`src/rtl/interrupt_gen_pkg.sv`:
```
`default_nettype none
// ============================================================================
// Module      : interrupt_gen_pkg
// Description : Shared engine package: interrupt FSM state encodings, the
//               interrupt-period reset value and a grant helper.
// Revision    : 1.0 - initial release
// ============================================================================
package interrupt_gen_pkg;

  // One-hot, 8-bit encodings shared with the register decoders.
  typedef enum logic [7:0] {
    ST_IDLE    = 8'b0000_0001,
    ST_ASSERT  = 8'b0000_0010,
    ST_HOLDOFF = 8'b0000_0100
  } irq_state_e;

  // Value the BAR2 decoder loads into its interrupt_period register at reset.
  localparam logic [31:0] c_INTERRUPT_PERIOD_RST = 32'h0003_D090;

  // The core accepts a request when both the request and its grant are low.
  function automatic logic is_grant(input logic req_n, input logic rdy_n);
    return (!req_n) && (!rdy_n);
  endfunction

endpackage
`default_nettype wire

```
`src/rtl/interrupt_gen_if.sv`:
```
`default_nettype none
// ============================================================================
// Module      : interrupt_gen_if
// Description : Bundles the register-decoder, DMA-event and PCIe-core
//               interrupt signals seen by interrupt_gen.
// Revision    : 1.0 - initial release
// ============================================================================
interface interrupt_gen_if;

  logic        interrupts_enabled;
  logic [31:0] interrupt_period;
  logic        irq_event;
  logic        cfg_interrupt_msienable;
  logic        cfg_interrupt_rdy_n;
  logic        cfg_interrupt_n;
  logic        cfg_interrupt_assert_n;
  logic [7:0]  cfg_interrupt_di;
  logic [31:0] irq_count;

  // System side: decoder, DMA engines and PCIe core drive the inputs.
  modport master (
    output interrupts_enabled,
    output interrupt_period,
    output irq_event,
    output cfg_interrupt_msienable,
    output cfg_interrupt_rdy_n,
    input  cfg_interrupt_n,
    input  cfg_interrupt_assert_n,
    input  cfg_interrupt_di,
    input  irq_count
  );

  // Interrupt generator side.
  modport slave (
    input  interrupts_enabled,
    input  interrupt_period,
    input  irq_event,
    input  cfg_interrupt_msienable,
    input  cfg_interrupt_rdy_n,
    output cfg_interrupt_n,
    output cfg_interrupt_assert_n,
    output cfg_interrupt_di,
    output irq_count
  );

endinterface
`default_nettype wire

```
`src/rtl/interrupt_gen_irq_holdoff_cnt.sv`:
```
`default_nettype none
// ============================================================================
// Module      : irq_holdoff_cnt
// Description : Loadable 32-bit down-counter timing the post-grant holdoff.
//               busy while non-zero, done on the final counted cycle.
// Revision    : 1.0 - initial release
// ============================================================================
module irq_holdoff_cnt (
  input  wire logic        trn_clk,
  input  wire logic        reset,
  input  wire logic        load,
  input  wire logic [31:0] load_value,
  output logic             busy,
  output logic             done
);

  logic [31:0] r_count;

  // Load on grant, otherwise count down to zero and stop there.
  always_ff @(posedge trn_clk or posedge reset) begin
    if (reset) begin
      r_count <= '0;
    end else if (load) begin
      r_count <= load_value;
    end else if (r_count != 32'd0) begin
      r_count <= r_count - 32'd1;
    end
  end

  assign busy = (r_count != 32'd0);
  assign done = (r_count == 32'd1);

endmodule
`default_nettype wire

```
`src/rtl/interrupt_gen.sv`:
```
`default_nettype none
// ============================================================================
// Module      : interrupt_gen
// Description : Coalescing MSI interrupt generator. DMA events set a pending
//               flag; one request is raised to the PCIe core, held until
//               granted, then further requests are held off for
//               interrupt_period cycles.
// Revision    : 1.0 - initial release
// ============================================================================
module interrupt_gen
  import interrupt_gen_pkg::*;
#(
  parameter logic [7:0] MSI_VECTOR = 8'h00
) (
  input  wire logic         trn_clk,
  input  wire logic         reset,
  interrupt_gen_if.slave    bus
);

  irq_state_e  r_state;
  logic        r_pending;
  logic        r_cfg_interrupt_n;
  logic [31:0] r_irq_count;

  logic        w_grant;
  logic        w_fire;
  logic        w_hold_busy;
  logic        w_hold_done;

  // r_cfg_interrupt_n is low only in ST_ASSERT, so this is the ASSERT grant.
  assign w_grant = is_grant(r_cfg_interrupt_n, bus.cfg_interrupt_rdy_n);

  // An event in the same cycle counts as pending for the IDLE decision.
  assign w_fire = (r_pending || bus.irq_event) &&
                  bus.interrupts_enabled && bus.cfg_interrupt_msienable;

  irq_holdoff_cnt u_holdoff (
    .trn_clk    (trn_clk),
    .reset      (reset),
    .load       (w_grant),
    .load_value (bus.interrupt_period),
    .busy       (w_hold_busy),
    .done       (w_hold_done)
  );

  // Request FSM with registered active-low request output.
  always_ff @(posedge trn_clk or posedge reset) begin
    if (reset) begin
      r_state           <= ST_IDLE;
      r_cfg_interrupt_n <= 1'b1;
    end else begin
      case (r_state)
        ST_IDLE: begin
          if (w_fire) begin
            r_state           <= ST_ASSERT;
            r_cfg_interrupt_n <= 1'b0;
          end
        end
        ST_ASSERT: begin
          // Enables are ignored here: once raised, the request waits for grant.
          if (w_grant) begin
            r_cfg_interrupt_n <= 1'b1;
            r_state           <= (bus.interrupt_period == 32'd0) ? ST_IDLE : ST_HOLDOFF;
          end
        end
        ST_HOLDOFF: begin
          if (w_hold_done || !w_hold_busy) begin
            r_state <= ST_IDLE;
          end
        end
        default: begin
          r_state           <= ST_IDLE;
          r_cfg_interrupt_n <= 1'b1;
        end
      endcase
    end
  end

  // Pending flag: set by any event, cleared by a grant without a new event.
  always_ff @(posedge trn_clk or posedge reset) begin
    if (reset) begin
      r_pending <= 1'b0;
    end else if (bus.irq_event) begin
      r_pending <= 1'b1;
    end else if (w_grant) begin
      r_pending <= 1'b0;
    end
  end

  // Granted-interrupt counter, wraps naturally at 32 bits.
  always_ff @(posedge trn_clk or posedge reset) begin
    if (reset) begin
      r_irq_count <= '0;
    end else if (w_grant) begin
      r_irq_count <= r_irq_count + 32'd1;
    end
  end

  assign bus.cfg_interrupt_n        = r_cfg_interrupt_n;
  assign bus.cfg_interrupt_assert_n = 1'b1;
  assign bus.cfg_interrupt_di       = MSI_VECTOR;
  assign bus.irq_count              = r_irq_count;

endmodule
`default_nettype wire

```
`src/flat_wrapper.sv`:
```
// flat-port wrapper written by rule: the top's interface ports become plain ports
module interrupt_gen_flat import interrupt_gen_pkg::*;
#(
  parameter logic [7:0] MSI_VECTOR = 8'h00
)
  (trn_clk, reset, bus_interrupts_enabled, bus_interrupt_period, bus_irq_event, bus_cfg_interrupt_msienable, bus_cfg_interrupt_rdy_n, bus_cfg_interrupt_n, bus_cfg_interrupt_assert_n, bus_cfg_interrupt_di, bus_irq_count);
  interrupt_gen_if bus_i ();
  input  wire logic trn_clk;
  input  wire logic reset;
  input wire logic [$bits(bus_i.interrupts_enabled)-1:0] bus_interrupts_enabled;
  input wire logic [$bits(bus_i.interrupt_period)-1:0] bus_interrupt_period;
  input wire logic [$bits(bus_i.irq_event)-1:0] bus_irq_event;
  input wire logic [$bits(bus_i.cfg_interrupt_msienable)-1:0] bus_cfg_interrupt_msienable;
  input wire logic [$bits(bus_i.cfg_interrupt_rdy_n)-1:0] bus_cfg_interrupt_rdy_n;
  output wire logic [$bits(bus_i.cfg_interrupt_n)-1:0] bus_cfg_interrupt_n;
  output wire logic [$bits(bus_i.cfg_interrupt_assert_n)-1:0] bus_cfg_interrupt_assert_n;
  output wire logic [$bits(bus_i.cfg_interrupt_di)-1:0] bus_cfg_interrupt_di;
  output wire logic [$bits(bus_i.irq_count)-1:0] bus_irq_count;
  assign bus_i.interrupts_enabled = bus_interrupts_enabled;
  assign bus_i.interrupt_period = bus_interrupt_period;
  assign bus_i.irq_event = bus_irq_event;
  assign bus_i.cfg_interrupt_msienable = bus_cfg_interrupt_msienable;
  assign bus_i.cfg_interrupt_rdy_n = bus_cfg_interrupt_rdy_n;
  assign bus_cfg_interrupt_n = bus_i.cfg_interrupt_n;
  assign bus_cfg_interrupt_assert_n = bus_i.cfg_interrupt_assert_n;
  assign bus_cfg_interrupt_di = bus_i.cfg_interrupt_di;
  assign bus_irq_count = bus_i.irq_count;
  interrupt_gen #(.MSI_VECTOR(MSI_VECTOR)) u_core (.trn_clk(trn_clk), .reset(reset), .bus(bus_i));
endmodule
```
`config.mk`:
```
export PLATFORM = sky130hd
export DESIGN_NAME = interrupt_gen_flat
export DESIGN_NICKNAME = d
export VERILOG_FILES = /design/src/rtl/interrupt_gen_pkg.sv /design/src/rtl/interrupt_gen_if.sv /design/src/rtl/interrupt_gen_irq_holdoff_cnt.sv /design/src/rtl/interrupt_gen.sv /design/src/flat_wrapper.sv
export SDC_FILE = /design/constraint.sdc
export NUM_CORES = 1
export LEC_CHECK = 0
export ABC_AREA = 0
export CAP_MARGIN = 25
export CELL_PAD_IN_SITES_DETAIL_PLACEMENT = 2
export CELL_PAD_IN_SITES_GLOBAL_PLACEMENT = 2
export CORE_UTILIZATION = 28
export DETAILED_ROUTE_END_ITERATION = 6
export GPL_TIMING_DRIVEN = 0
export PLACE_DENSITY_LB_ADDON = 0.1
export SYNTH_ARGS = -nofsm -noshare
export SYNTH_HDL_FRONTEND = slang
export SYNTH_SLANG_ARGS = --single-unit
export TNS_END_PERCENT = 20
```
`constraint.sdc`:
```
create_clock -name trn_clk -period 2.4 [get_ports trn_clk]
set_input_delay 0.24 -clock trn_clk [delete_from_list [all_inputs] [get_ports trn_clk]]
set_output_delay 0.24 -clock trn_clk [all_outputs]
set_load 0.05 [all_outputs]
```
==> impl_metrics.yaml, run 1 <==
clocking:
  cts_root_buffer: "sky130_fd_sc_hd__clkbuf_16"
  clockBufferDepth: 2
  tritoncts: "yes"
  tritoncts.num_buffers: 9
  clkLatencyLatePin_ps: 350
  cts.sinks: 69
  cts_htree_levels: 3
  worst_setup_hold_path_clk_slew_ps: 60
  cts_hold_buffers: 0
synthesis:
  synth_top_area_share_pct: 46.1
  synthSimpleGateAreaFrac_pct: 25.2
  yosysSeqAreaShare_pct: 47.6
  synth.area.mux_share_pct: 0.585
  yosysUniqueCellTypes: 46
  synth_edf_count: 0
  post-synth-top-area-cell: "sky130_fd_sc_hd__dfrtp_1"
  post_synth_instance_area_mm2: 0.00363
  synth_top_cells_by_count: "sky130_fd_sc_hd__dfrtp_1 (67), sky130_fd_sc_hd__nand2_1 (47), sky130_fd_sc_hd__xnor2_1 (45), sky130_fd_sc_hd__nor2_1 (33), sky130_fd_sc_hd__o21ai_0 (23)"
  post_synth_inst_count: 385
  synth_xor_xnor_area_share_pct: 12.8
  synth_adder_area_share_pct: 1.03
  yosys_warnings: 0
  synth-compound-area-share_pct: 8.47
  async_set_or_reset_register_ratio_after_synthesis_pct: 100
  synthMostInstantiatedCell: "sky130_fd_sc_hd__dfrtp_1"
  synthFlopType: "sky130_fd_sc_hd__dfrtp_1"
  synth_top_family_by_area: "simple AND/OR/NAND/NOR gates"
  synth-seq-cells: 69
  synthesis.area_per_instance_um2: 9.44
  cells_taking_the_most_area_after_synthesis: "sky130_fd_sc_hd__dfrtp_1 (46%), sky130_fd_sc_hd__xnor2_1 (11%), sky130_fd_sc_hd__nand2_1 (4.9%)"
floorplan:
  die_h_um: 116
  floorplan.io_pins: 80
  chip_width_um: 116
  placeableCoreArea_mm2: 0.0126
  start_util_pct: 28.8
  area_enclosed_by_the_die_boundary_mm2: 0.0134
  row_count: 41
placed_design:
  pre_cts_ws_ps: -544
  gp_congestion: 0.790
  placement.io_buffers: 70
  dpl.cell_count: 635
  detailedPlacementHpwl_mm: 8.10
  placedInstanceArea_mm2: 0.00461
power:
  power_switching_share_pct: 37.3
  power.clock.fraction_pct: 28.5
  cellPowerDensity_mw_per_mm2: 931
  p_sw_mw: 1.75
  power.internal_mw: 2.95
  worst_ir_drop_on_vdd_mv: 0.305
  leakage_nw: 1.97
  comb_power_share_pct: 31.3
  seqPwrFrac_pct: 40.3
global_routing:
  antenna_violations_before_repair: 0
  grt_first_pass_wirelength_mm: 18.7
  first_global_vias: 3462
  grt_usage_pct: 18.9
  pin_count_of_the_biggest_net_entering_global_routing: 41
  grt.overflow.total: 0
setup_path:
  timing.critical_path.from_type: "flop"
  critical_path.reg2reg.endpoint: "u_core.u_holdoff.r_count[6]"
  critPathMaxFanout: 5
  worst-endpoint-arrival_ps: 2600
  worstSetupPathType: "reg -> reg"
  critical_path.endpoint_type: "flop"
  worst_r2r_startpoint: "u_core.u_holdoff.r_count[21]"
  required_time_of_the_worst_setup_path_ps: 2600
  worst-r2r-setup-slack_ps: 0.1
  r2r.worst_path.cells: 7
route:
  drt_first_pass_iters: 4
  detail_route.iter0.violations: 80
  route.vias.total: 3250
  drt_drc_violations_left: 0
  wirelength_mm: 11.6
  drt-wirelength-per-cell_um: 17.7
  via_per_inst: 4.95
  final_antenna_net_count: 0
final_layout:
  layout.filler_cells: 1412
  design_area_mm2: 0.00505
  multi_input_comb_area_mm2: 0.00187
  diodes: 0
  regArea_mm2: 0.00173
  final-instance-count-excl-fill: 657
  areaGrowthSynthToFinish_pct: 39.0
  num-nets-final: 521
  drive_gt1_share_pct: 13.2
job:
  drv.max_cap_violation_count: 0
timing:
  timing.final.max_slew_violations: 0
  hold_viol_final: 0
  finalWorstPathRequiredPeriod_ps: 2400
  worst-slew-pin-transition_ps: 712
  fmax_mhz: 417
  hold_ws_ps: 250
  setup_slack_ps: 0.125
  relative_slew_slack_pct: 52.5
  final.period_utilization_pct: 100
  clock_skew_after_layout_ps: 5.17
  setup-violations-final: 0
  rsz0062_at_grt: "yes"
  finalSetupTns_ps: 0
outcome:
  status: "complete, no violations"
min_path:
  timing.hold.worst.class: "in -> async"
[power by group through the flow]
stage | Combinational [mW] | Clock [mW] | Sequential [mW]
global route | 1.63 | 1.42 | 1.95
finish | 1.47 | 1.34 | 1.89
global placement | 1.32 | 0 | 1.86
CTS | 1.44 | 1.38 | 1.88
detailed placement | 1.37 | 0 | 1.88
floorplan | 0.804 | 0 | 1.94
[through the flow]
stage               total power, mW  util (%)
global placement               3.19      36.3
CTS                            4.70      39.6
global route                   5.01      40.0
floorplan                      2.74         -
finish                         4.71      40.0
detailed placement             3.25      36.5
[flip-flops by register name (all words and copies together) (netlist names)]
signal,count
u_core.r_pending,1
u_core.u_holdoff.r_count,32
u_core.bus.irq_count,32
u_core.bus.cfg_interrupt_n,1
u_core.r_state,3
[per-layer routing]
layer  vias up  GRT usage, %  wire [um]
met2        58          30.9       5510
met4         0          9.40        266
li1       1534             -          -
met1      1643          24.2       5430
met5         -             0          0
met3        15          3.19        400
[layout make-up]
cell class / count / share of cell area [%]
plain buffers: 21 / 2.40
clock buffers: 10 / 4.53
clock inverters: 6 / 1.26
inverters: 7 / 0.569
multi-input cells: 293 / 37.1
flip-flops and latches: 69 / 34.2
well taps: 172 / 4.26
repair buffers: 79 / 15.7
[worst max-delay path: stages, from the launching register on]
cell and delay [ps]:
sky130_fd_sc_hd__dfrtp_1 420, sky130_fd_sc_hd__or4_4 570, sky130_fd_sc_hd__or3_4 450, sky130_fd_sc_hd__nor3_4 290, sky130_fd_sc_hd__buf_4 220, sky130_fd_sc_hd__nor2_1 70, sky130_fd_sc_hd__xnor2_1 160, sky130_fd_sc_hd__o21ai_1 70
[kinds of logic after synthesis]
family,Yosys count
compound gates,52
xor+xnor,53
fa+ha+maj,3
buf+inv,30
flops,69
mux,2
other cells,2
simple gates,174
[how the worst max path moves through the flow]
stage,from,to,cells after the start
after floorplan,u_core.u_holdoff.r_count[26],u_core.u_holdoff.r_count[1],6
after global placement,reset,u_core.u_holdoff.r_count[11],2
after detailed placement,bus_cfg_interrupt_rdy_n,u_core.bus.irq_count[31],7
after CTS,u_core.u_holdoff.r_count[29],u_core.u_holdoff.r_count[19],8
after global routing,u_core.u_holdoff.r_count[21],u_core.u_holdoff.r_count[6],7
final,u_core.u_holdoff.r_count[21],u_core.u_holdoff.r_count[6],7
[cell usage in the layout (no fill, tap or decap), drive strengths merged, types with 17 or more instances in the layout]
cell / Yosys / routed
clkdlybuf4s50: 0 / 70
dfrtp: 67 / 67
nand2: 47 / 47
xnor2: 45 / 45
nor2: 33 / 33
o21ai: 23 / 23
buf: 14 / 22
nor4: 19 / 19
clkbuf: 9 / 18
nor3: 17 / 17
[repair_timing]
item                                    4_1_cts  5_1_grt
endpoints found under the setup margin       36       28
gates cloned                                  2        0
resized for setup                            18       13
pin swaps                                     6        7
endpoints found under the hold margin         0        0
buffers inserted                              3        3
Note: power is estimated with default switching activity, not from simulation.
==> inputs of run 2 (changes only) <==
==> constraint.sdc (replaced) <==
create_clock -name trn_clk -period 2.4 [get_ports trn_clk]
set_input_delay 0.48 -clock trn_clk [delete_from_list [all_inputs] [get_ports trn_clk]]
set_output_delay 0.48 -clock trn_clk [all_outputs]
set_load 0.05 [all_outputs]
==> run 2 against run 1 <==
Net effect: die area did not move; fmax rose by 0.90%; combinational power rose by 3%; core utilization rose by 0.33 points; sequential share of layout area fell by 0.25 points; first-iteration DRC count fell by 10%; non-clock buffer count rose by 2; final area rose by 0.82%; routed wire length fell by 0.25%.
==> impl_metrics.yaml, run 2 (synthesis results as in run 1) <==
power:
  power_switching_share_pct: 37.3
  power.clock.fraction_pct: 28.1
  cellPowerDensity_mw_per_mm2: 934
  comb_power_share_pct: 31.7
  leakage_nw: 1.98
  p_sw_mw: 1.77
  worst_ir_drop_on_vdd_mv: 0.308
  seqPwrFrac_pct: 40.1
  power.internal_mw: 2.99
clocking:
  cts_root_buffer: "sky130_fd_sc_hd__clkbuf_16"
  clockBufferDepth: 2
  cts_hold_buffers: 0
  clkLatencyLatePin_ps: 350
  worst_setup_hold_path_clk_slew_ps: 60
  cts_htree_levels: 3
  tritoncts.num_buffers: 9
  tritoncts: "yes"
  cts.sinks: 69
final_layout:
  layout.cells.most_common_list: "sky130_fd_sc_hd__clkdlybuf4s50_1 (70), sky130_fd_sc_hd__dfrtp_1 (65), sky130_fd_sc_hd__nand2_1 (47), sky130_fd_sc_hd__xnor2_1 (45), sky130_fd_sc_hd__nor2_1 (31)"
  drive_gt1_share_pct: 14.2
  areaGrowthSynthToFinish_pct: 40.2
  final-instance-count-excl-fill: 659
  diodes: 0
  layout.filler_cells: 1399
  postLayoutCoreUtil_pct: 40.4
  design_area_mm2: 0.00509
  most_common_cell_after_layout_fill_and_taps_aside: "sky130_fd_sc_hd__clkdlybuf4s50_1"
  regArea_mm2: 0.00173
  num-nets-final: 523
  multi_input_comb_area_mm2: 0.00189
global_routing:
  grt_first_pass_wirelength_mm: 18.7
  antenna_violations_before_repair: 0
  first_global_vias: 3455
  pin_count_of_the_biggest_net_entering_global_routing: 41
  grt_usage_pct: 18.8
  grt.overflow.total: 0
timing:
  fmax_mhz: 420
  worst-slew-pin-transition_ps: 709
  setup-violations-final: 0
  timing.final.max_slew_violations: 0
  final.period_utilization_pct: 99.1
  finalWorstPathRequiredPeriod_ps: 2380
  rsz0062_at_grt: "yes"
  relative_slew_slack_pct: 52.7
  hold_viol_final: 0
  clock_skew_after_layout_ps: 5.39
setup_path:
  worst_r2r_startpoint: "u_core.u_holdoff.r_count[22]"
  launch_point_of_the_critical_path: "u_core.u_holdoff.r_count[22]"
  crit_chain: "or4_4, or3_4, nor3_4, buf_6, mux2_4, a21oi_2"
  timing.critical_path.from_type: "flop"
  worst-endpoint-arrival_ps: 2650
  worst_path_largest_cell_delay_ps: 580
  critical_path.endpoint_type: "flop"
  required_time_of_the_worst_setup_path_ps: 2670
  critPathMaxFanout: 5
  worstSetupPathType: "reg -> reg"
  worst_path_max_delay_cell: "sky130_fd_sc_hd__or4_4"
placed_design:
  placedInstanceArea_mm2: 0.00461
  detailedPlacementHpwl_mm: 8.10
  gp_congestion: 0.790
  dpl.cell_count: 635
  placement.io_buffers: 70
route:
  final_antenna_net_count: 0
  via_per_inst: 4.92
  met3RoutedLength_um: 372
  route.vias.total: 3239
  detailroute.wirelength.met2_mm: 5.47
  wl_met1_mm: 5.44
  top_layer: "met4"
  detail_route.iter0.violations: 72
  drt_first_pass_iters: 4
  wirelength_mm: 11.6
  drt_drc_violations_left: 0
  drt-wirelength-per-cell_um: 17.6
floorplan:
  placeableCoreArea_mm2: 0.0126
  row_count: 41
  die_h_um: 116
  chip_width_um: 116
  floorplan.io_pins: 80
  area_enclosed_by_the_die_boundary_mm2: 0.0134
  start_util_pct: 28.8
min_path:
  timing.hold.worst.class: "in -> async"
outcome:
  status: "complete, no violations"
job:
  drv.max_cap_violation_count: 0
## run 2: changes by cell type in the layout (fill, tap and decap cells not counted), moves of 2 or more
cell	before	now
sky130_fd_sc_hd__nand2_1	45	47
sky130_fd_sc_hd__nand2_2	2	0
sky130_fd_sc_hd__o21ai_0	21	17
sky130_fd_sc_hd__o21ai_1	2	6
## run 2: cell type report
type / count / area share (%)
buffer: 22 / 2.63
clock buffer: 10 / 4.49
clock inverter: 6 / 1.25
inverter: 7 / 0.565
multi-input combinational: 293 / 37.2
sequential: 69 / 34.0
tap: 172 / 4.22
timing repair buffer: 80 / 15.7
## run 2: critical path, delay by kind of cell (launching register included)
family | cells | cell delay, ps
AND/OR/NAND/NOR | 3 | 1290
flip-flops | 1 | 420
multiplexers | 1 | 310
buffers and inverters | 1 | 180
AO/OA/AOI/OAI | 1 | 110
## run 2: worst paths after layout
path	to	slack, ps	depth (start not counted)
worst max-delay path	u_core.u_holdoff.r_count[1]	20	6
worst min-delay path	u_core.bus.irq_count[30]	490	2
worst max register to register	u_core.u_holdoff.r_count[1]	20	6
worst min register to register	u_core.bus.irq_count[31]	490	1
max in group asynchronous	u_core.bus.cfg_interrupt_n	1300	3
min in group trn_clk	u_core.bus.irq_count[31]	490	1
## run 2: power by group through the flow
stage | logic, mW | clock network (mW) | registers, mW
after global placement | 1.32 | 0 | 1.86
after detailed placement | 1.37 | 0 | 1.88
after floorplan | 0.804 | 0 | 1.94
after global routing | 1.68 | 1.42 | 1.96
after CTS | 1.45 | 1.38 | 1.88
final | 1.51 | 1.34 | 1.91
## run 2: routing by layer
metal,vias to the layer above,GRT usage [%]
li1,1532,-
met1,1630,24.3
met2,59,30.4
met3,18,3.19
met4,0,9.66
met5,-,0
## run 2: what timing repair did
item                       CTS  global route
cloned                       2             0
gates resized for setup     21            20
setup buffers                1             6
pin swaps                    5             4
setup endpoints to repair   43            35
## run 2: through the flow
| stage | setup WS (ps) | power, mW | hold WS [ps] | TNS (ps) |
|---|---|---|---|---|
| 5_1_grt | -101 | 5.07 | 505 | -765 |
| 4_1_cts | -26.6 | 4.71 | 495 | -108 |
| 3_3_place_gp | -1300 | 3.19 | 461 | -98160 |
| 3_5_place_dp | -784 | 3.25 | 484 | -12740 |
| 6_report | 21.4 | 4.76 | 487 | 0 |
| 2_1_floorplan | 36.2 | 2.74 | 450 | 0 |
